<file path="config.mk">
export PLATFORM = sky130hd
export DESIGN_NAME = interp_seq_ctrl
export DESIGN_NICKNAME = d
export VERILOG_FILES = /design/src/rtl/chest_interp_pkg.sv /design/src/rtl/interp_acc.sv /design/src/rtl/interp_seq_ctrl.sv
export SDC_FILE = /design/constraint.sdc
export NUM_CORES = 1
export LEC_CHECK = 0
export ABC_AREA = 1
export CAP_MARGIN = 20
export CORE_MARGIN = 3
export CORE_UTILIZATION = 48
export DETAILED_ROUTE_END_ITERATION = 7
export PLACE_DENSITY = 0.9
export SYNTH_ARGS = -nofsm -noshare
export SYNTH_HDL_FRONTEND = slang
export SYNTH_SLANG_ARGS = --single-unit
export TNS_END_PERCENT = 1
</file>
<file path="constraint.sdc">
create_clock -name clk -period 2.3 [get_ports clk]
set_clock_uncertainty 0.05 [all_clocks]
set_input_delay 0.46 -clock clk [delete_from_list [all_inputs] [get_ports clk]]
set_output_delay 0.46 -clock clk [all_outputs]
set_load 0.1 [all_outputs]
</file>
<file path="src/rtl/chest_interp_pkg.sv">
// Shared definitions for the channel-estimation interpolation sequencer.
package chest_interp_pkg;

    localparam int unsigned IN_WIDTH_DEF  = 17;
    localparam int unsigned MUX_WIDTH_DEF = 19;
    localparam int unsigned ACC_WIDTH_DEF = 21;

    // Operand-mux select codes (the mux lives outside this block).
    localparam logic [2:0] SEL_E3   = 3'b000;
    localparam logic [2:0] SEL_2E3  = 3'b001;
    localparam logic [2:0] SEL_E4   = 3'b011;
    localparam logic [2:0] SEL_REGE = 3'b010;
    localparam logic [2:0] SEL_ONE  = 3'b110;
    localparam logic [2:0] SEL_4E1  = 3'b100;
    localparam logic [2:0] SEL_ZERO = 3'b111;

    typedef enum logic [2:0] {
        ST_IDLE = 3'd0,
        ST_A1   = 3'd1,
        ST_A2   = 3'd2,
        ST_A3   = 3'd3,
        ST_A4   = 3'd4,
        ST_B1   = 3'd5,
        ST_B2   = 3'd6,
        ST_B3   = 3'd7
    } state_e;

    // Operand each state asks the mux for.
    function automatic logic [2:0] sel_of_state(input state_e st);
        logic [2:0] sel;
        case (st)
            ST_A1:   sel = SEL_4E1;
            ST_A2:   sel = SEL_2E3;
            ST_A3:   sel = SEL_E3;
            ST_A4:   sel = SEL_E4;
            ST_B1:   sel = SEL_REGE;
            ST_B2:   sel = SEL_E3;
            ST_B3:   sel = SEL_ONE;
            default: sel = SEL_ZERO;
        endcase
        return sel;
    endfunction

endpackage

</file>
<file path="src/rtl/interp_acc.sv">
// Signed accumulator with clear/load/add and combinational >>>3 / >>>1 taps of acc+operand.
module interp_acc
    import chest_interp_pkg::*;
#(
    parameter int unsigned IN_WIDTH  = IN_WIDTH_DEF,
    parameter int unsigned MUX_WIDTH = MUX_WIDTH_DEF,
    parameter int unsigned ACC_WIDTH = ACC_WIDTH_DEF
) (
    input  logic                        clk,
    input  logic                        rst,
    input  logic                        clr_i,
    input  logic                        load_i,
    input  logic                        add_i,
    input  logic signed [MUX_WIDTH-1:0] operand_i,
    output logic signed [IN_WIDTH-1:0]  y0_c_o,
    output logic signed [IN_WIDTH-1:0]  y1_c_o
);

    logic signed [ACC_WIDTH-1:0] acc_q;
    logic signed [ACC_WIDTH-1:0] acc_d;
    logic signed [ACC_WIDTH-1:0] op_ext;
    logic signed [ACC_WIDTH-1:0] sum_c;

    assign op_ext = ACC_WIDTH'(operand_i);
    assign sum_c  = acc_q + op_ext;
    assign y0_c_o = IN_WIDTH'(sum_c >>> 3);
    assign y1_c_o = IN_WIDTH'(sum_c >>> 1);

    // Next accumulator value; clear has priority over load over add.
    always_comb begin
        acc_d = acc_q;
        if (clr_i) begin
            acc_d = '0;
        end else if (load_i) begin
            acc_d = op_ext;
        end else if (add_i) begin
            acc_d = sum_c;
        end
    end

    // Accumulator register.
    always_ff @(posedge clk) begin
        if (rst) begin
            acc_q <= '0;
        end else begin
            acc_q <= acc_d;
        end
    end

endmodule

</file>
<file path="src/rtl/interp_seq_ctrl.sv">
// Sequencer for one I or Q rail: y0 = (4E1+3E3+E4)>>>3, y1 = (y0+E3+1)>>>1.
module interp_seq_ctrl
    import chest_interp_pkg::*;
#(
    parameter int unsigned IN_WIDTH  = IN_WIDTH_DEF,
    parameter int unsigned MUX_WIDTH = MUX_WIDTH_DEF,
    parameter int unsigned ACC_WIDTH = ACC_WIDTH_DEF
) (
    input  logic                        clk,
    input  logic                        rst,
    input  logic                        in_valid,
    output logic                        in_ready,
    input  logic signed [IN_WIDTH-1:0]  E1_in,
    input  logic signed [IN_WIDTH-1:0]  E3_in,
    input  logic signed [IN_WIDTH-1:0]  E4_in,
    output logic signed [IN_WIDTH-1:0]  E1,
    output logic signed [IN_WIDTH-1:0]  E3,
    output logic signed [IN_WIDTH-1:0]  E4,
    output logic signed [IN_WIDTH-1:0]  reg_E,
    output logic [2:0]                  sel_b,
    input  logic signed [MUX_WIDTH-1:0] add2_b,
    output logic signed [IN_WIDTH-1:0]  y_out,
    output logic                        out_valid,
    output logic                        out_idx
);

    state_e                     state_q, state_d;
    logic [2:0]                 sel_q, sel_d;
    logic                       in_ready_q, in_ready_d;
    logic signed [IN_WIDTH-1:0] e1_q, e1_d, e3_q, e3_d, e4_q, e4_d;
    logic signed [IN_WIDTH-1:0] rege_q, rege_d;
    logic signed [IN_WIDTH-1:0] y_q, y_d;
    logic                       out_valid_q, out_valid_d;
    logic                       out_idx_q, out_idx_d;
    logic                       acc_clr_c, acc_load_c, acc_add_c;
    logic signed [IN_WIDTH-1:0] y0_c, y1_c;

    interp_acc #(
        .IN_WIDTH  (IN_WIDTH),
        .MUX_WIDTH (MUX_WIDTH),
        .ACC_WIDTH (ACC_WIDTH)
    ) u_acc (
        .clk       (clk),
        .rst       (rst),
        .clr_i     (acc_clr_c),
        .load_i    (acc_load_c),
        .add_i     (acc_add_c),
        .operand_i (add2_b),
        .y0_c_o    (y0_c),
        .y1_c_o    (y1_c)
    );

    // Next-state, accumulator control and registered-output next values.
    always_comb begin
        state_d     = state_q;
        e1_d        = e1_q;
        e3_d        = e3_q;
        e4_d        = e4_q;
        rege_d      = rege_q;
        y_d         = y_q;
        out_valid_d = 1'b0;
        out_idx_d   = out_idx_q;
        acc_clr_c   = 1'b0;
        acc_load_c  = 1'b0;
        acc_add_c   = 1'b0;
        case (state_q)
            ST_IDLE: begin
                if (in_valid) begin
                    e1_d      = E1_in;
                    e3_d      = E3_in;
                    e4_d      = E4_in;
                    acc_clr_c = 1'b1;
                    state_d   = ST_A1;
                end
            end
            ST_A1: begin
                acc_add_c = 1'b1;
                state_d   = ST_A2;
            end
            ST_A2: begin
                acc_add_c = 1'b1;
                state_d   = ST_A3;
            end
            ST_A3: begin
                acc_add_c = 1'b1;
                state_d   = ST_A4;
            end
            ST_A4: begin
                y_d         = y0_c;
                rege_d      = y0_c;
                out_valid_d = 1'b1;
                out_idx_d   = 1'b0;
                acc_clr_c   = 1'b1;
                state_d     = ST_B1;
            end
            ST_B1: begin
                acc_load_c = 1'b1;
                state_d    = ST_B2;
            end
            ST_B2: begin
                acc_add_c = 1'b1;
                state_d   = ST_B3;
            end
            ST_B3: begin
                y_d         = y1_c;
                out_valid_d = 1'b1;
                out_idx_d   = 1'b1;
                state_d     = ST_IDLE;
            end
            default: begin
                state_d = ST_IDLE;
            end
        endcase
        sel_d      = sel_of_state(state_d);
        in_ready_d = (state_d == ST_IDLE);
    end

    // State and output registers.
    always_ff @(posedge clk) begin
        if (rst) begin
            state_q     <= ST_IDLE;
            sel_q       <= SEL_ZERO;
            in_ready_q  <= 1'b1;
            e1_q        <= '0;
            e3_q        <= '0;
            e4_q        <= '0;
            rege_q      <= '0;
            y_q         <= '0;
            out_valid_q <= 1'b0;
            out_idx_q   <= 1'b0;
        end else begin
            state_q     <= state_d;
            sel_q       <= sel_d;
            in_ready_q  <= in_ready_d;
            e1_q        <= e1_d;
            e3_q        <= e3_d;
            e4_q        <= e4_d;
            rege_q      <= rege_d;
            y_q         <= y_d;
            out_valid_q <= out_valid_d;
            out_idx_q   <= out_idx_d;
        end
    end

    assign in_ready  = in_ready_q;
    assign sel_b     = sel_q;
    assign E1        = e1_q;
    assign E3        = e3_q;
    assign E4        = e4_q;
    assign reg_E     = rege_q;
    assign y_out     = y_q;
    assign out_valid = out_valid_q;
    assign out_idx   = out_idx_q;

endmodule

</file>
==> run summary <==
The flow ran to the end, and the final reports show no timing, DRC or antenna violations. The CTS sink count came out at around 110. The buffer type at the clock tree root is clkbuf_16. In this design, the critical path's most frequently occurring cell is nand3_1. The critical path in this run is classified as primary input to flip-flop. The I/O pin count is 164. The number of rows in the core area came out at 39.

For this configuration, the core starts out at a cell density of 0.493. The number of failing hold endpoints at the final stage is 0. In the routed layout, each cell is associated on average with a via count of around 5.4. The number of port buffers came out at roughly 160. Once routing completed, OpenROAD measured the worst setup slack at between 0.1 and 0.15 ns. The part of the total power dissipated in combinational logic came out at 0.318. The number of antenna violations at the first check in global routing came out at 0.

The number of global-route vias before repair came to 5,643. Summed over all layers, the routed wires come to roughly 18,000 um. The maximum count of clock buffers along a single path is 2. For this design, the slowest cell found on the critical path is clkdlybuf4s50_1. The clock slew seen by the registers of the worst setup and hold paths is around 0.060 ns.

The pin count of the biggest net entering global routing is between 50 and 60. The congestion estimate from routability-driven global placement came to between 0.9 and 1. The cell area power density is approximately 890 mW/mm^2. The number of levels in the clock H-tree came out at 4. The required time of the critical path is about 2.6 ns.

The number of setup buffers added after CTS is 0. The final route contains roughly 6k vias. The critical path launch point type is a primary input.

Of the cells placed in the final design, the portion with a size suffix greater than 1 is 0.228. The worst setup path is captured at a flip-flop. The number of slew-limit violations in the final report was 0. Grouping stages by cell kind, the critical path spends the most delay in simple AND/OR/NAND/NOR gates. Setup repair after global routing left no endpoint under its margin. The worst-case vdd ir drop came out at around 0.00065 V. The mapped netlist covers between 0.005 and 0.006 mm^2. 0 antenna diodes ended up in the layout. The count of state elements after synthesis is around 110. The synthesized netlist net count is 886.

The buffering stage count on the worst path with inverters included is 3. TritonCTS built the clock tree. Dividing the detail-routed wire length by the instance count gives between 15 and 20 um. The placeable core region came out at ~0.012 mm^2. The post-route antenna net violation count came out at 0. STA puts the critical path data arrival time at roughly 2.4 ns. Max-cap violations in this run came to 0.

In this run the register-to-register setup slack is about 0.33 ns. The total leakage power is around 3.7 nW. The layout filler cell count is 910.

The insertion delay of the later-clocked pin in the worst-skew pair is 0.42 ns. The minimum clock period after layout is about 2.2 ns. The final core utilization came out at 0.694. For this run, the post-layout net count is between 1k and 1.5k.

The maximum operating frequency came out at about 0.46 GHz. The global-route total usage across every layer came out at 0.260. The total DRC errors in the routed layout came out at 0. The post-synthesis cell count is between 700 and 800. The part of the total power dissipated in sequential elements came out at 0.313. The actual transition at the worst max-transition pin came out at ~0.55 ns.

The final number of setup-violating endpoints came out at 0. TritonCTS created 17 clock buffers. Dividing the final minimum period by the clock period gives 0.945. The part of the Yosys area used for sequential elements came out at 0.402.

The signal on the critical path passes through clkdlybuf4s50_1, ha_1, nand2_2, nor2_2, inv_2, nor2_1, nand3b_1, nand3_1, nand2_1, nand3_1, nand3_1, nand2_1, inv_1. On the worst path, the slowest cell contributes a delay of approximately 0.49 ns. For this run, the detailed router's first-pass iteration total came to 6. The largest fanout of any net on the critical path is 4.

The pre-CTS setup slack is -0.287 ns. The switching power share of the total is 0.362. The die is roughly 110 um wide. The average instance in the mapped netlist occupies a little over 7 um^2. The Yosys warning count is 0. The first global-routing pass estimated around 27,000 um of wire.

The net switching power of the design came out at around 2.6 mW. The total congestion overflow after global routing came out at 0. The relative area change from synthesis to final layout came out at 40.6%. The share of total power dissipated in the clock network is 0.369. The number of DRC markers after the initial detailed-route iteration came out at ~750. The worst max-slew margin expressed relative to the limit came out at 0.636. The classification of the worst-slack hold path is primary input to flip-flop.

The die height is between 100 and 150 um. The unique cell type count in the Yosys netlist is 38. The internal power of the cells totals 4.52 mW. Detailed placement ended at an HPWL of between 10,000 and 15,000 um.

The area of the die came out at 0.0132 mm^2.
cells by family after synthesis:
| family | synth area share |
|---|---|
| compound gates | 0.138 |
| buf+inv | 0.0740 |
| flops | 0.402 |
| simple gates | 0.329 |
| fa+ha+maj | 0.0454 |
| xor+xnor | 0.0121 |
layout make-up:
class                      count  area, um^2  share of cell area
sequential                   114        2280               0.286
clock inverter                10         106              0.0133
inverter                      62         238              0.0297
timing repair buffer         203        1690               0.212
clock buffer                  22         484              0.0606
tap                          143         179              0.0224
multi-input combinational    579        3010               0.376
power by group through the flow:
stage	Clock (mW)	Combinational (mW)	Sequential [mW]
5_1_grt	2.73	2.40	2.22
3_5_place_dp	0	2.20	2.25
4_1_cts	2.63	2.22	2.21
3_3_place_gp	0	2.16	2.24
2_1_floorplan	0	0.909	2.90
6_report	2.61	2.25	2.21
worst reg2reg max path: stages (launching register included):
cell and delay (ns):
dfxtp_1 0.32, ha_2 0.19, fa_2 0.35, nand3_2 0.08, nand3_2 0.08, nand2_1 0.08, nand2_2 0.09, nand2_2 0.09
nand2_1 0.05, nand2_1 0.09, nand2_1 0.07, nand2_1 0.08, nand3_2 0.09, a21oi_2 0.18
cells in the final DEF (no fill, tap or decap), drive strengths merged, types with 6 or more instances in the layout:
| cell | Yosys | final |
|---|---|---|
| or2 | 6 | 6 |
| clkbuf | 20 | 22 |
| nand3b | 7 | 7 |
| o21ai | 21 | 21 |
| dfxtp | 114 | 114 |
| clkinv | 1 | 8 |
| nand2 | 254 | 254 |
| ha | 19 | 19 |
| nand3 | 108 | 108 |
| xor2 | 6 | 6 |
| a31oi | 19 | 19 |
| a21oi | 98 | 98 |
| buf | 18 | 133 |
| clkdlybuf4s50 | 0 | 70 |
| inv | 61 | 61 |
| nor2 | 28 | 28 |
flip-flops by register name (all words and copies together) (netlist names):
signal / cells
u_acc.acc_q: 20
E1: 17
E3: 17
E4: 17
reg_E: 17
y_out: 17
sel_b: 3
state_q: 3
in_ready: 1
out_idx: 1
out_valid: 1
timing repair:
item,4_1_cts,5_1_grt
hold buffers,0,0
resized for setup,0,7
endpoints found under the setup margin,0,11
layer usage:
layer | wire length, um | track usage | share of wire | vias to the layer above
li1 | - | - | - | 2983
met1 | 7340 | 0.328 | 0.41 | 2801
met2 | 8670 | 0.424 | 0.48 | 289
met3 | 1310 | 0.0616 | 0.073 | 54
met4 | 584 | 0.121 | 0.033 | 0
met5 | 0 | 0 | 0 | -
through the flow:
step                      total power, mW  setup TNS, ns  cell area (um^2)  hold WS [ns]  std cells
after floorplan                      3.81              0              5680         0.397        793
after global placement               4.41          -6.46              7370         0.399       1101
after detailed placement             4.45          -8.27              7370         0.403       1101
after CTS                            7.06              0              7960         0.346       1133
after global routing                 7.36              0              7990         0.367       1133
final                                7.08              0              7990         0.359       1133
cells in the mapped netlist:
library cell | number | share of area
a21oi_1 | 92 | 0.081
a21oi_2 | 6 | 0.0092
a31oi_1 | 19 | 0.021
and2_1 | 1 | 0.0011
and2_4 | 1 | 0.0015
buf_2 | 14 | 0.012
buf_4 | 2 | 0.0026
buf_6 | 2 | 0.0040
clkbuf_1 | 20 | 0.013
clkinv_1 | 1 | 0.00066
dfxtp_1 | 114 | 0.40
fa_1 | 1 | 0.0035
ha_1 | 19 | 0.042
inv_1 | 51 | 0.034
inv_2 | 8 | 0.0053
inv_4 | 2 | 0.0022
nand2_1 | 238 | 0.16
nand2_2 | 13 | 0.014
nand2_4 | 3 | 0.0059
nand3_1 | 104 | 0.092
nand3_2 | 4 | 0.0070
nand3b_1 | 4 | 0.0053
nand3b_2 | 3 | 0.0059
nand4_1 | 2 | 0.0022
nor2_1 | 19 | 0.013
nor2_2 | 4 | 0.0044
nor2_4 | 5 | 0.0099
nor3_2 | 2 | 0.0035
o2111ai_1 | 1 | 0.0015
o21ai_0 | 19 | 0.017
o21ai_2 | 2 | 0.0031
o21bai_1 | 4 | 0.0053
or2_0 | 3 | 0.0033
or2_1 | 2 | 0.0022
or2_2 | 1 | 0.0011
xnor2_1 | 1 | 0.0015
xor2_1 | 5 | 0.0077
xor2_2 | 1 | 0.0029
worst paths after layout:
check,startpoint,endpoint,depth (start not counted)
worst max-delay path,add2_b[14],y_out[16]$_SDFFE_PP0P_,13
worst min-delay path,in_valid,state_q[0]$_SDFF_PP0_,3
worst max register to register,u_acc.acc_q[0]$_SDFFE_PP0P_,u_acc.acc_q[12]$_SDFFE_PP0P_,13
worst min register to register,E4[13]$_SDFFE_PP0P_,E4[13]$_SDFFE_PP0P_,2
Note: power is estimated with default switching activity, not from simulation.
